==> src/rtl/pdh_pkg.sv <==
// Shared types and constants for the PS-side command path into the core sub-modules.
// Latency: n/a (types and constants only).
// Backpressure: n/a.
package pdh_pkg;

  // Command sequencer FSM encoding.
  typedef enum logic [1:0] {
    IDLE    = 2'd0,
    ISSUE   = 2'd1,
    WAIT    = 2'd2,
    RESPOND = 2'd3
  } seq_state_t;

  // Command codes understood by the attached targets. The sequencer itself
  // forwards any code untouched; these only give the software side names.
  localparam logic [3:0] CMD_NOP      = 4'h0;
  localparam logic [3:0] CMD_SET_LED  = 4'h1;
  localparam logic [3:0] CMD_SET_DAC  = 4'h2;
  localparam logic [3:0] CMD_READ_ADC = 4'h3;
  localparam logic [3:0] CMD_SET_PID  = 4'h4;

  // Cycles between the enable pulse and callback capture (legal 1..255).
  localparam int DEFAULT_SETTLE_CYCLES = 4;

endpackage

==> src/rtl/cmd_sequencer.sv <==
// Sequences one PS command at a time into one of NUM_TARGETS sub-modules and returns its callback.
// Latency: enable pulse 1 cycle after acceptance, response valid SETTLE_CYCLES+2 cycles after acceptance.
// Backpressure: cmd_ready_o low from acceptance until after the response handshake; RESPOND holds while rsp_ready_i is low.
//
// Ports:
//   clk, rst_ni                         clock, async active-low reset
//   cmd_valid_i/cmd_ready_o             request handshake
//   cmd_i, target_i, payload_i          request fields (latched on acceptance)
//   tgt_cmd_o, tgt_payload_o            registered broadcast to every target, held between commands
//   tgt_en_o                            one-hot, single-cycle enable to the selected target
//   tgt_callback_i                      target k callback at [k*CALLBACK_WIDTH +: CALLBACK_WIDTH]
//   rsp_valid_o/rsp_ready_i             response handshake
//   rsp_callback_o, rsp_target_o, rsp_err_o  response fields, stable while rsp_valid_o is high
//   busy_o                              high whenever the FSM is not in IDLE
module cmd_sequencer
  import pdh_pkg::*;
#(
  parameter int NUM_TARGETS    = 4,
  parameter int CMD_WIDTH      = 4,
  parameter int DATA_WIDTH     = 8,
  parameter int CALLBACK_WIDTH = 8,
  parameter int SETTLE_CYCLES  = DEFAULT_SETTLE_CYCLES,
  localparam int TGT_W = (NUM_TARGETS > 1) ? $clog2(NUM_TARGETS) : 1
) (
  input  logic                                  clk,
  input  logic                                  rst_ni,
  input  logic                                  cmd_valid_i,
  output logic                                  cmd_ready_o,
  input  logic [CMD_WIDTH-1:0]                  cmd_i,
  input  logic [TGT_W-1:0]                      target_i,
  input  logic [DATA_WIDTH-1:0]                 payload_i,
  output logic [CMD_WIDTH-1:0]                  tgt_cmd_o,
  output logic [DATA_WIDTH-1:0]                 tgt_payload_o,
  output logic [NUM_TARGETS-1:0]                tgt_en_o,
  input  logic [NUM_TARGETS*CALLBACK_WIDTH-1:0] tgt_callback_i,
  output logic                                  rsp_valid_o,
  input  logic                                  rsp_ready_i,
  output logic [CALLBACK_WIDTH-1:0]             rsp_callback_o,
  output logic [TGT_W-1:0]                      rsp_target_o,
  output logic                                  rsp_err_o,
  output logic                                  busy_o
);

  // 8 bits covers the full legal settle range of 1..255.
  localparam int CNT_W = 8;
  localparam logic [CNT_W-1:0] SETTLE_LOAD = CNT_W'(SETTLE_CYCLES - 1);

  seq_state_t              state;
  logic [CNT_W-1:0]        settle_cnt;

  logic [NUM_TARGETS-1:0]    en_dec;
  logic                      err_dec;
  logic [CALLBACK_WIDTH-1:0] cb_sel;

  // One-hot decode of the incoming target index. Any index that matches no
  // attached target (only possible when NUM_TARGETS is not a power of two)
  // leaves the enable vector empty and flags an error.
  always_comb begin
    en_dec  = '0;
    err_dec = 1'b1;
    for (int k = 0; k < NUM_TARGETS; k++) begin
      if (target_i == TGT_W'(k)) begin
        en_dec[k] = 1'b1;
        err_dec   = 1'b0;
      end
    end
  end

  // Callback mux keyed on the latched target. An out-of-range index matches
  // no slice, so the selection falls through to zero.
  always_comb begin
    cb_sel = '0;
    for (int k = 0; k < NUM_TARGETS; k++) begin
      if (rsp_target_o == TGT_W'(k)) begin
        cb_sel = tgt_callback_i[k*CALLBACK_WIDTH +: CALLBACK_WIDTH];
      end
    end
  end

  // Single FSM process; every output is a register. rsp_target_o doubles as
  // the latched target index so the echo and the mux select cannot diverge.
  always_ff @(posedge clk or negedge rst_ni) begin
    if (!rst_ni) begin
      state          <= IDLE;
      settle_cnt     <= '0;
      cmd_ready_o    <= 1'b1;
      busy_o         <= 1'b0;
      tgt_cmd_o      <= '0;
      tgt_payload_o  <= '0;
      tgt_en_o       <= '0;
      rsp_valid_o    <= 1'b0;
      rsp_callback_o <= '0;
      rsp_target_o   <= '0;
      rsp_err_o      <= 1'b0;
    end else begin
      case (state)
        IDLE: begin
          if (cmd_valid_i && cmd_ready_o) begin
            tgt_cmd_o      <= cmd_i;
            tgt_payload_o  <= payload_i;
            tgt_en_o       <= en_dec;
            rsp_target_o   <= target_i;
            rsp_err_o      <= err_dec;
            rsp_callback_o <= '0;
            cmd_ready_o    <= 1'b0;
            busy_o         <= 1'b1;
            state          <= ISSUE;
          end
        end

        ISSUE: begin
          tgt_en_o   <= '0;
          settle_cnt <= SETTLE_LOAD;
          state      <= WAIT;
        end

        WAIT: begin
          if (settle_cnt == '0) begin
            rsp_callback_o <= rsp_err_o ? '0 : cb_sel;
            rsp_valid_o    <= 1'b1;
            state          <= RESPOND;
          end else begin
            settle_cnt <= settle_cnt - 8'd1;
          end
        end

        RESPOND: begin
          if (rsp_ready_i) begin
            rsp_valid_o <= 1'b0;
            cmd_ready_o <= 1'b1;
            busy_o      <= 1'b0;
            state       <= IDLE;
          end
        end

        default: begin
          tgt_en_o    <= '0;
          rsp_valid_o <= 1'b0;
          cmd_ready_o <= 1'b1;
          busy_o      <= 1'b0;
          state       <= IDLE;
        end
      endcase
    end
  end

endmodule

==> config.mk <==
export PLATFORM = sky130hd
export DESIGN_NAME = cmd_sequencer
export DESIGN_NICKNAME = d
export VERILOG_FILES = /design/src/rtl/pdh_pkg.sv /design/src/rtl/cmd_sequencer.sv
export SDC_FILE = /design/constraint.sdc
export NUM_CORES = 1
export LEC_CHECK = 0
export ABC_AREA = 1
export BUFFER_PORTS_ARGS = -buffer_cell sky130_fd_sc_hd__buf_2
export CELL_PAD_IN_SITES_DETAIL_PLACEMENT = 0
export CELL_PAD_IN_SITES_GLOBAL_PLACEMENT = 1
export CORE_MARGIN = 3
export CORE_UTILIZATION = 25
export DETAILED_ROUTE_END_ITERATION = 10
export PLACE_DENSITY_LB_ADDON = 0.1
export SLEW_MARGIN = 20
export SYNTH_ARGS = -nofsm -noshare
export SYNTH_HDL_FRONTEND = slang
export SYNTH_SLANG_ARGS = --single-unit
==> constraint.sdc <==
create_clock -name clk -period 1.9 [get_ports clk]
set_input_delay 0.19 -clock clk [delete_from_list [all_inputs] [get_ports clk]]
set_output_delay 0.19 -clock clk [all_outputs]
set_load 0.02 [all_outputs]
==> impl_metrics.xml, run 1 <==
<?xml version="1.0" encoding="UTF-8"?>
<metrics>
  <group name="sta">
    <metric name="totalNegativeSetupSlack" unit="ns">0</metric>
    <metric name="worst_relative_slew_slack" unit="">0.588</metric>
    <metric name="finalClockSkew" unit="ns">0.00990</metric>
    <metric name="final_min_period_over_clock_period" unit="">0.854</metric>
    <metric name="timing.final.setup_violations" unit="">0</metric>
    <metric name="clock.fmax" unit="MHz">616</metric>
    <metric name="unrepaired_setup_endpoints_after_global_routing" unit="">no</metric>
    <metric name="worstMarginPinSlew" unit="ns">0.614</metric>
    <metric name="number_of_max_slew_violations_in_the_final_report" unit="">0</metric>
    <metric name="hold_viol" unit="">0</metric>
    <metric name="min_period" unit="ns">1.62</metric>
  </group>
  <group name="synthesis">
    <metric name="share_of_the_yosys_chip_area_belonging_to_registers" unit="">0.457</metric>
    <metric name="mappedNetlistNets" unit="">331</metric>
    <metric name="post_synth_instance_area" unit="um^2">2190</metric>
    <metric name="postSynthCellCount" unit="">274</metric>
    <metric name="ys_ff_latch" unit="">40</metric>
    <metric name="yosysUniqueCellTypes" unit="">26</metric>
    <metric name="synth.largest_area_cell" unit="">sky130_fd_sc_hd__dfrtp_1</metric>
    <metric name="yosysWarnings" unit="">0</metric>
    <metric name="most_area_consuming_cells_after_synthesis" unit="">sky130_fd_sc_hd__dfrtp_1 (45%), sky130_fd_sc_hd__nand2_1 (13%), sky130_fd_sc_hd__mux2_2 (6.2%)</metric>
    <metric name="post-synth-top-area-fraction" unit="">0.445</metric>
    <metric name="post_synth.cell_area_avg" unit="um^2">8.00</metric>
  </group>
  <group name="cts">
    <metric name="max-clock-path-buffers" unit="">2</metric>
    <metric name="cts_made_buffers" unit="">5</metric>
    <metric name="cts-root-buf" unit="">sky130_fd_sc_hd__clkbuf_8</metric>
    <metric name="cts_max_level" unit="">2</metric>
    <metric name="cts_tree" unit="">built</metric>
    <metric name="worst_skew_pair.late_latency" unit="ns">0.30</metric>
    <metric name="cts_post_setup_buffers_inserted" unit="">0</metric>
    <metric name="clk_transition_reported_paths" unit="ns">0.08</metric>
    <metric name="cts.sinks" unit="">40</metric>
  </group>
  <group name="global_route">
    <metric name="globalRouteOverflowTotal" unit="">0</metric>
    <metric name="grt_pass1_wl" unit="um">9550</metric>
    <metric name="grt.total_usage" unit="">0.118</metric>
    <metric name="antenna_found_initial" unit="">0</metric>
    <metric name="maximum_number_of_pins_on_one_net_before_global_route_repair" unit="">41</metric>
    <metric name="first_global_vias" unit="">2020</metric>
  </group>
  <group name="placement">
    <metric name="routabilityCongestion" unit="">0.737</metric>
    <metric name="post-place-cells" unit="">456</metric>
    <metric name="numPortBuffers" unit="">79</metric>
    <metric name="detailed_place_hpwl" unit="um">4410</metric>
  </group>
  <group name="worst_setup_path">
    <metric name="timing.critical_path.arrival" unit="ns">1.85</metric>
    <metric name="r2r-start" unit="">state[1]$_DFFE_PN0P_</metric>
    <metric name="critical_path_peak_fanout" unit="">8</metric>
    <metric name="class_of_the_most_critical_setup_path" unit="">register to register</metric>
    <metric name="worstSetupEndpointType" unit="">register</metric>
    <metric name="r2r_setup_slack" unit="ns">0.28</metric>
    <metric name="worst_setup_path_start_kind" unit="">register</metric>
    <metric name="worst_r2r_path_depth" unit="">6</metric>
    <metric name="timing.critical_path.from" unit="">state[1]$_DFFE_PN0P_</metric>
    <metric name="crit-reg2reg-capture" unit="">tgt_en_o[3]$_DFFE_PN0P_</metric>
    <metric name="critical_path_required" unit="ns">2.12</metric>
  </group>
  <group name="power">
    <metric name="leakage" unit="nW">1.62</metric>
    <metric name="p_per_area" unit="nW/um^2">623</metric>
    <metric name="ir_worst_vdd" unit="V">0.000410</metric>
  </group>
  <group name="run_status">
    <metric name="run_status" unit="">complete, no violations</metric>
  </group>
  <group name="routing">
    <metric name="drtAntennaViolNets" unit="">0</metric>
    <metric name="wl_per_cell" unit="um">12.1</metric>
    <metric name="remaining_drc_errors" unit="">0</metric>
    <metric name="detail_route.vias_per_cell" unit="">4.30</metric>
    <metric name="routed-via-count" unit="">1999</metric>
    <metric name="routed_wl" unit="um">5640</metric>
    <metric name="length_of_the_first_detailed_routing_pass_in_iterations" unit="">4</metric>
    <metric name="drt_iter0_drc" unit="">61</metric>
  </group>
  <group name="min_path">
    <metric name="hold_class" unit="">input port to register</metric>
    <metric name="min_delay_worst_endpoint" unit="">tgt_payload_o[7]$_DFFE_PN0P_</metric>
    <metric name="whs_path_depth" unit="">2</metric>
    <metric name="timing.hold.worst.start" unit="">payload_i[7]</metric>
  </group>
  <group name="floorplan">
    <metric name="placement_rows" unit="">33</metric>
    <metric name="io-pin-count" unit="">80</metric>
    <metric name="initial_utilization" unit="">0.261</metric>
    <metric name="die_w" unit="um">99.6</metric>
    <metric name="design.die.area" unit="um^2">9920</metric>
    <metric name="core_ar" unit="um^2">8380</metric>
    <metric name="fp.dieH" unit="um">99.6</metric>
  </group>
  <group name="finish">
    <metric name="instances_no_fill" unit="">465</metric>
    <metric name="diodes" unit="">0</metric>
    <metric name="register_area" unit="um^2">1000</metric>
    <metric name="drive_above_1_share" unit="">0.328</metric>
    <metric name="multi_input_area" unit="um^2">1040</metric>
    <metric name="commonest_non_fill_non_tap_cell_in_the_layout" unit="">sky130_fd_sc_hd__buf_2</metric>
    <metric name="area_growth_syn_to_layout" unit="%">30.6</metric>
    <metric name="mostFrequentLayoutCells" unit="">sky130_fd_sc_hd__buf_2 (79), sky130_fd_sc_hd__nand2_1 (74), sky130_fd_sc_hd__dfrtp_1 (39)</metric>
    <metric name="nFillCells" unit="">932</metric>
    <metric name="design.final.nets" unit="">416</metric>
  </group>
  <group name="run">
    <metric name="maxCapViolCount" unit="">0</metric>
  </group>
</metrics>
how the worst max path moves through the flow:
| stage | slack [ns] | endpoint | depth (start not counted) |
|---|---|---|---|
| 2_1_floorplan | 0.39 | rsp_callback_o[6]$_DFFE_PN0P_ | 8 |
| 3_3_place_gp | 0.27 | rsp_callback_o[5]$_DFFE_PN0P_ | 7 |
| 3_5_place_dp | 0.24 | rsp_callback_o[5]$_DFFE_PN0P_ | 7 |
| 4_1_cts | 0.20 | rsp_callback_o[2]$_DFFE_PN0P_ | 7 |
| 5_1_grt | 0.05 | tgt_en_o[0]$_DFFE_PN0P_ | 6 |
| 6_report | 0.28 | tgt_en_o[3]$_DFFE_PN0P_ | 6 |
cell usage after synthesis:
| cell type | count |
|---|---|
| sky130_fd_sc_hd__dfstp_2 | 1 |
| sky130_fd_sc_hd__inv_1 | 29 |
| sky130_fd_sc_hd__buf_6 | 1 |
| sky130_fd_sc_hd__nand3_2 | 1 |
| sky130_fd_sc_hd__nand2_4 | 1 |
| sky130_fd_sc_hd__or2_1 | 1 |
| sky130_fd_sc_hd__clkbuf_1 | 1 |
| sky130_fd_sc_hd__nand2_1 | 74 |
| sky130_fd_sc_hd__inv_2 | 1 |
| sky130_fd_sc_hd__o21ai_4 | 1 |
| sky130_fd_sc_hd__nor2_1 | 32 |
| sky130_fd_sc_hd__nand4_1 | 4 |
| sky130_fd_sc_hd__o211ai_1 | 1 |
| sky130_fd_sc_hd__mux2_2 | 12 |
| sky130_fd_sc_hd__nor2_2 | 2 |
| sky130_fd_sc_hd__xor2_1 | 2 |
| sky130_fd_sc_hd__o21ai_0 | 16 |
| sky130_fd_sc_hd__dfrtp_1 | 39 |
| sky130_fd_sc_hd__or2_2 | 6 |
| sky130_fd_sc_hd__a21oi_1 | 6 |
| sky130_fd_sc_hd__o21ai_1 | 8 |
| sky130_fd_sc_hd__ha_1 | 7 |
| sky130_fd_sc_hd__o21a_1 | 1 |
| sky130_fd_sc_hd__nand3_1 | 21 |
| sky130_fd_sc_hd__o21ai_2 | 1 |
| sky130_fd_sc_hd__buf_2 | 5 |
state kept, by name, summed over array words and instances, names as in the netlist:
name,count
rsp_target_o,2
settle_cnt,8
rsp_err_o,1
busy_o,1
rsp_callback_o,8
tgt_cmd_o,4
cmd_ready_o,1
tgt_en_o,4
state,2
tgt_payload_o,8
rsp_valid_o,1
per-stage QoR:
stage	hold WS, ns	cell area [um^2]	setup slack, ns	util	power, W
after global placement	0.302	2720	0.267	0.324	0.000961
after global routing	0.116	2860	0.0540	0.341	0.00185
final	0.119	2860	0.277	0.341	0.00178
after CTS	0.114	2860	0.198	0.341	0.00180
after detailed placement	0.301	2720	0.243	0.324	0.000961
after floorplan	-0.106	2190	0.395	-	0.000886
cell type report:
type / count / share of cell area
Clock buffer: 6 / 0.0254
Multi-Input combinational cell: 197 / 0.363
Sequential cell: 40 / 0.350
Inverter: 30 / 0.0394
Tap cell: 105 / 0.0459
Timing Repair Buffer: 85 / 0.155
Clock inverter: 2 / 0.0210
layer usage:
layer | track usage | up-vias | wire [um]
li1 | - | 1042 | -
met1 | 0.162 | 894 | 2700
met2 | 0.191 | 57 | 2560
met3 | 0.0224 | 6 | 320
met4 | 0.0315 | 0 | 63
met5 | 0 | - | 0
kinds of logic after synthesis:
logic type / after synthesis / synth area share
AOI/OAI and AO/OA: 34 / 0.0868
xor gates and xnor gates: 2 / 0.00800
adders and majority gates: 7 / 0.0400
buffers and inverters: 37 / 0.0697
DFF: 40 / 0.457
muxes: 12 / 0.0617
and+or+nand+nor: 142 / 0.276
worst max-delay path, stage by stage (launching register included):
cell and delay (ns):
sky130_fd_sc_hd__dfrtp_1 0.43, sky130_fd_sc_hd__inv_1 0.12, sky130_fd_sc_hd__ha_1 0.15, sky130_fd_sc_hd__inv_1 0.11, sky130_fd_sc_hd__o21ai_1 0.53, sky130_fd_sc_hd__nor2_1 0.08, sky130_fd_sc_hd__a21oi_1 0.13
report_power, final:
part           internal [W]  switching (W)
Sequential         0.000851              0
Clock              0.000526       0.000315
Combinational     0.0000462      0.0000450
timing repair:
action,in CTS,in global routing
gates resized for setup,0,1
endpoints found under the setup margin,0,1
hold endpoints to repair,39,0
hold buffers,1,0
(Power assumes the default switching activity.)
==> run 2, diff against run 1 <==
--- a/config.mk
+++ b/config.mk
@@ -10,7 +10,7 @@
 export CELL_PAD_IN_SITES_DETAIL_PLACEMENT = 0
 export CELL_PAD_IN_SITES_GLOBAL_PLACEMENT = 1
 export CORE_MARGIN = 3
-export CORE_UTILIZATION = 25
+export CORE_UTILIZATION = 30
 export DETAILED_ROUTE_END_ITERATION = 10
 export PLACE_DENSITY_LB_ADDON = 0.1
 export SLEW_MARGIN = 20
==> run 2 against run 1 <==
Compared with the run above: via count shrank 0.80%; total power shrank 16%; final cell count decreased by 2.2%; maximum frequency decreased by 2.3%; register-to-register slack got worse by 0.04 ns; sequential power is essentially flat; count of clock-buffer cells in the layout fell by 1; clock power down 34%; setup slack worse by 0.038 ns; critical path type unchanged; largest power group unchanged; highest routed layer unchanged.
==> impl_metrics.xml, run 2 (synthesis results as in run 1) <==
<?xml version="1.0" encoding="UTF-8"?>
<metrics>
  <group name="run_status">
    <metric name="run_status" unit="">complete, no violations</metric>
  </group>
  <group name="worst_setup_path">
    <metric name="critical_path_peak_fanout" unit="">8</metric>
    <metric name="r2r_setup_slack" unit="ns">0.24</metric>
    <metric name="worstSetupEndpointType" unit="">register</metric>
    <metric name="class_of_the_most_critical_setup_path" unit="">register to register</metric>
    <metric name="worstSetupPathDepth" unit="">7</metric>
    <metric name="worst-path-buf-inv" unit="">2</metric>
    <metric name="critical_path_required" unit="ns">2.11</metric>
    <metric name="r2r-start" unit="">state[0]$_DFFE_PN0P_</metric>
    <metric name="critical_path.max_stage_delay" unit="ns">0.41</metric>
    <metric name="timing.critical_path.from" unit="">state[0]$_DFFE_PN0P_</metric>
    <metric name="worst_setup_path_start_kind" unit="">register</metric>
    <metric name="crit_path_top_delay_cell" unit="">sky130_fd_sc_hd__dfrtp_1</metric>
    <metric name="critical_path.top_delay_family" unit="">simple AND/OR/NAND/NOR gates</metric>
    <metric name="worst_r2r_path_depth" unit="">7</metric>
    <metric name="crit-reg2reg-capture" unit="">rsp_callback_o[4]$_DFFE_PN0P_</metric>
    <metric name="worst_path_cell_trace" unit="">inv_1 &gt; ha_1 &gt; inv_2 &gt; or2_1 &gt; nor2_1 &gt; nand2_1 &gt; o21ai_1</metric>
    <metric name="timing.critical_path.arrival" unit="ns">1.87</metric>
  </group>
  <group name="power">
    <metric name="share_comb_of_total_power" unit="">0.063</metric>
    <metric name="ir_worst_vdd" unit="V">0.000273</metric>
    <metric name="pwr-share-seq" unit="">0.569</metric>
    <metric name="leakage" unit="nW">1.61</metric>
    <metric name="power_report.internal_total" unit="W">0.00115</metric>
    <metric name="clock_power_share" unit="">0.368</metric>
    <metric name="netSwitchingFraction" unit="">0.232</metric>
    <metric name="p_per_area" unit="nW/um^2">533</metric>
    <metric name="p_sw" unit="W">0.000347</metric>
  </group>
  <group name="floorplan">
    <metric name="fp.dieH" unit="um">91.5</metric>
    <metric name="placement_rows" unit="">30</metric>
    <metric name="initial_utilization" unit="">0.315</metric>
    <metric name="io-pin-count" unit="">80</metric>
    <metric name="design.die.area" unit="um^2">8360</metric>
    <metric name="die_w" unit="um">91.5</metric>
    <metric name="core_ar" unit="um^2">6940</metric>
  </group>
  <group name="finish">
    <metric name="design.final.nets" unit="">416</metric>
    <metric name="largestRegisters" unit="">rsp_callback_o x8, settle_cnt x8, tgt_payload_o x8</metric>
    <metric name="diodes" unit="">0</metric>
    <metric name="drive_above_1_share" unit="">0.326</metric>
    <metric name="mostFrequentLayoutCells" unit="">sky130_fd_sc_hd__buf_2 (79), sky130_fd_sc_hd__nand2_1 (74), sky130_fd_sc_hd__dfrtp_1 (39)</metric>
    <metric name="final_cell_area" unit="um^2">2810</metric>
    <metric name="area_growth_syn_to_layout" unit="%">28.2</metric>
    <metric name="commonest_non_fill_non_tap_cell_in_the_layout" unit="">sky130_fd_sc_hd__buf_2</metric>
    <metric name="instances_no_fill" unit="">455</metric>
    <metric name="nFillCells" unit="">759</metric>
  </group>
  <group name="cts">
    <metric name="cts.sinks" unit="">40</metric>
    <metric name="max-clock-path-buffers" unit="">2</metric>
    <metric name="cts_tree" unit="">built</metric>
    <metric name="cts_max_level" unit="">2</metric>
    <metric name="cts_repair_resize_count" unit="">0</metric>
    <metric name="cts_post_setup_buffers_inserted" unit="">0</metric>
    <metric name="cts.hold.buffers_added" unit="">1</metric>
    <metric name="worst_skew_pair.late_latency" unit="ns">0.29</metric>
    <metric name="clk_transition_reported_paths" unit="ns">0.08</metric>
    <metric name="cts-root-buf" unit="">sky130_fd_sc_hd__clkbuf_8</metric>
    <metric name="cts_made_buffers" unit="">5</metric>
  </group>
  <group name="sta">
    <metric name="worst_relative_slew_slack" unit="">0.568</metric>
    <metric name="hold_viol" unit="">0</metric>
    <metric name="unrepaired_setup_endpoints_after_global_routing" unit="">no</metric>
    <metric name="worstMarginPinSlew" unit="ns">0.644</metric>
    <metric name="fin_hold_ws" unit="ns">0.131</metric>
    <metric name="final_critical_path_setup_slack" unit="ns">0.238</metric>
    <metric name="min_period" unit="ns">1.66</metric>
    <metric name="totalNegativeSetupSlack" unit="ns">0</metric>
    <metric name="final_min_period_over_clock_period" unit="">0.875</metric>
    <metric name="clock.fmax" unit="MHz">602</metric>
    <metric name="number_of_max_slew_violations_in_the_final_report" unit="">0</metric>
    <metric name="timing.final.setup_violations" unit="">0</metric>
    <metric name="finalClockSkew" unit="ns">0.00652</metric>
  </group>
  <group name="min_path">
    <metric name="min_delay_worst_endpoint" unit="">tgt_cmd_o[1]$_DFFE_PN0P_</metric>
    <metric name="whs_path_depth" unit="">2</metric>
    <metric name="hold_class" unit="">input port to register</metric>
    <metric name="timing.hold.worst.start" unit="">cmd_i[1]</metric>
  </group>
  <group name="routing">
    <metric name="wl_per_cell" unit="um">12.1</metric>
    <metric name="routed_wl" unit="um">5520</metric>
    <metric name="routed-via-count" unit="">1983</metric>
    <metric name="remaining_drc_errors" unit="">0</metric>
    <metric name="drt_iter0_drc" unit="">66</metric>
    <metric name="detail_route.vias_per_cell" unit="">4.36</metric>
    <metric name="length_of_the_first_detailed_routing_pass_in_iterations" unit="">4</metric>
    <metric name="drtAntennaViolNets" unit="">0</metric>
  </group>
  <group name="global_route">
    <metric name="globalRouteOverflowTotal" unit="">0</metric>
    <metric name="antenna_found_initial" unit="">0</metric>
    <metric name="first_global_vias" unit="">2028</metric>
    <metric name="grt.total_usage" unit="">0.139</metric>
    <metric name="maximum_number_of_pins_on_one_net_before_global_route_repair" unit="">22</metric>
    <metric name="grt_pass1_wl" unit="um">9470</metric>
  </group>
  <group name="placement">
    <metric name="routabilityCongestion" unit="">0.763</metric>
    <metric name="post-place-cells" unit="">447</metric>
    <metric name="numPortBuffers" unit="">79</metric>
    <metric name="post_placement_setup_slack" unit="ns">0.230</metric>
    <metric name="placement.cell_area" unit="um^2">2720</metric>
    <metric name="detailed_place_hpwl" unit="um">4280</metric>
  </group>
  <group name="run">
    <metric name="maxCapViolCount" unit="">0</metric>
  </group>
</metrics>
-- run 2: worst register-to-register path: stages, from the launching register on --
cell and delay (ns):
sky130_fd_sc_hd__dfrtp_1 0.41, sky130_fd_sc_hd__inv_1 0.11, sky130_fd_sc_hd__ha_1 0.30, sky130_fd_sc_hd__inv_2 0.11, sky130_fd_sc_hd__or2_1 0.34, sky130_fd_sc_hd__nor2_1 0.13
sky130_fd_sc_hd__nand2_1 0.06, sky130_fd_sc_hd__o21ai_1 0.13
-- run 2: metal layers --
metal | wire length (um) | up-vias | track usage | part of all wire
met2 | 2660 | 47 | 0.237 | 0.48
met3 | 282 | 2 | 0.0315 | 0.051
li1 | - | 1039 | - | -
met4 | 29 | 0 | 0.0339 | 0.0053
met5 | 0 | - | 0 | 0
met1 | 2550 | 895 | 0.176 | 0.46
-- run 2: worst max-delay path by stage --
| stage | to | slack (ns) |
|---|---|---|
| after global placement | rsp_callback_o[0]$_DFFE_PN0P_ | 0.22 |
| after global routing | rsp_callback_o[0]$_DFFE_PN0P_ | 0.03 |
| after floorplan | rsp_callback_o[6]$_DFFE_PN0P_ | 0.39 |
| after CTS | rsp_callback_o[4]$_DFFE_PN0P_ | 0.21 |
| final | rsp_callback_o[4]$_DFFE_PN0P_ | 0.24 |
| after detailed placement | rsp_callback_o[4]$_DFFE_PN0P_ | 0.23 |
-- run 2: power groups by stage --
stage               clock [W]  combinational, W  sequential [W]
floorplan                   0         0.0000183        0.000868
global placement            0         0.0000971        0.000867
detailed placement          0         0.0000958        0.000867
CTS                  0.000585         0.0000977        0.000851
global route         0.000618          0.000109        0.000851
finish               0.000551         0.0000944        0.000850
-- run 2: metrics by stage --
stage | util | power, W
2_1_floorplan | - | 0.000886
3_3_place_gp | 0.391 | 0.000965
3_5_place_dp | 0.391 | 0.000963
4_1_cts | 0.404 | 0.00153
5_1_grt | 0.404 | 0.00158
6_report | 0.404 | 0.00150
-- run 2: cell type report --
type,count,area (um^2),share of cell area
multi-input combinational,197,1040,0.369
sequential,40,1000,0.357
timing repair buffer,85,455,0.162
tap,96,120,0.0428
inverter,30,113,0.0401
clock buffer,5,68.8,0.0245
clock inverter,2,12.5,0.00446
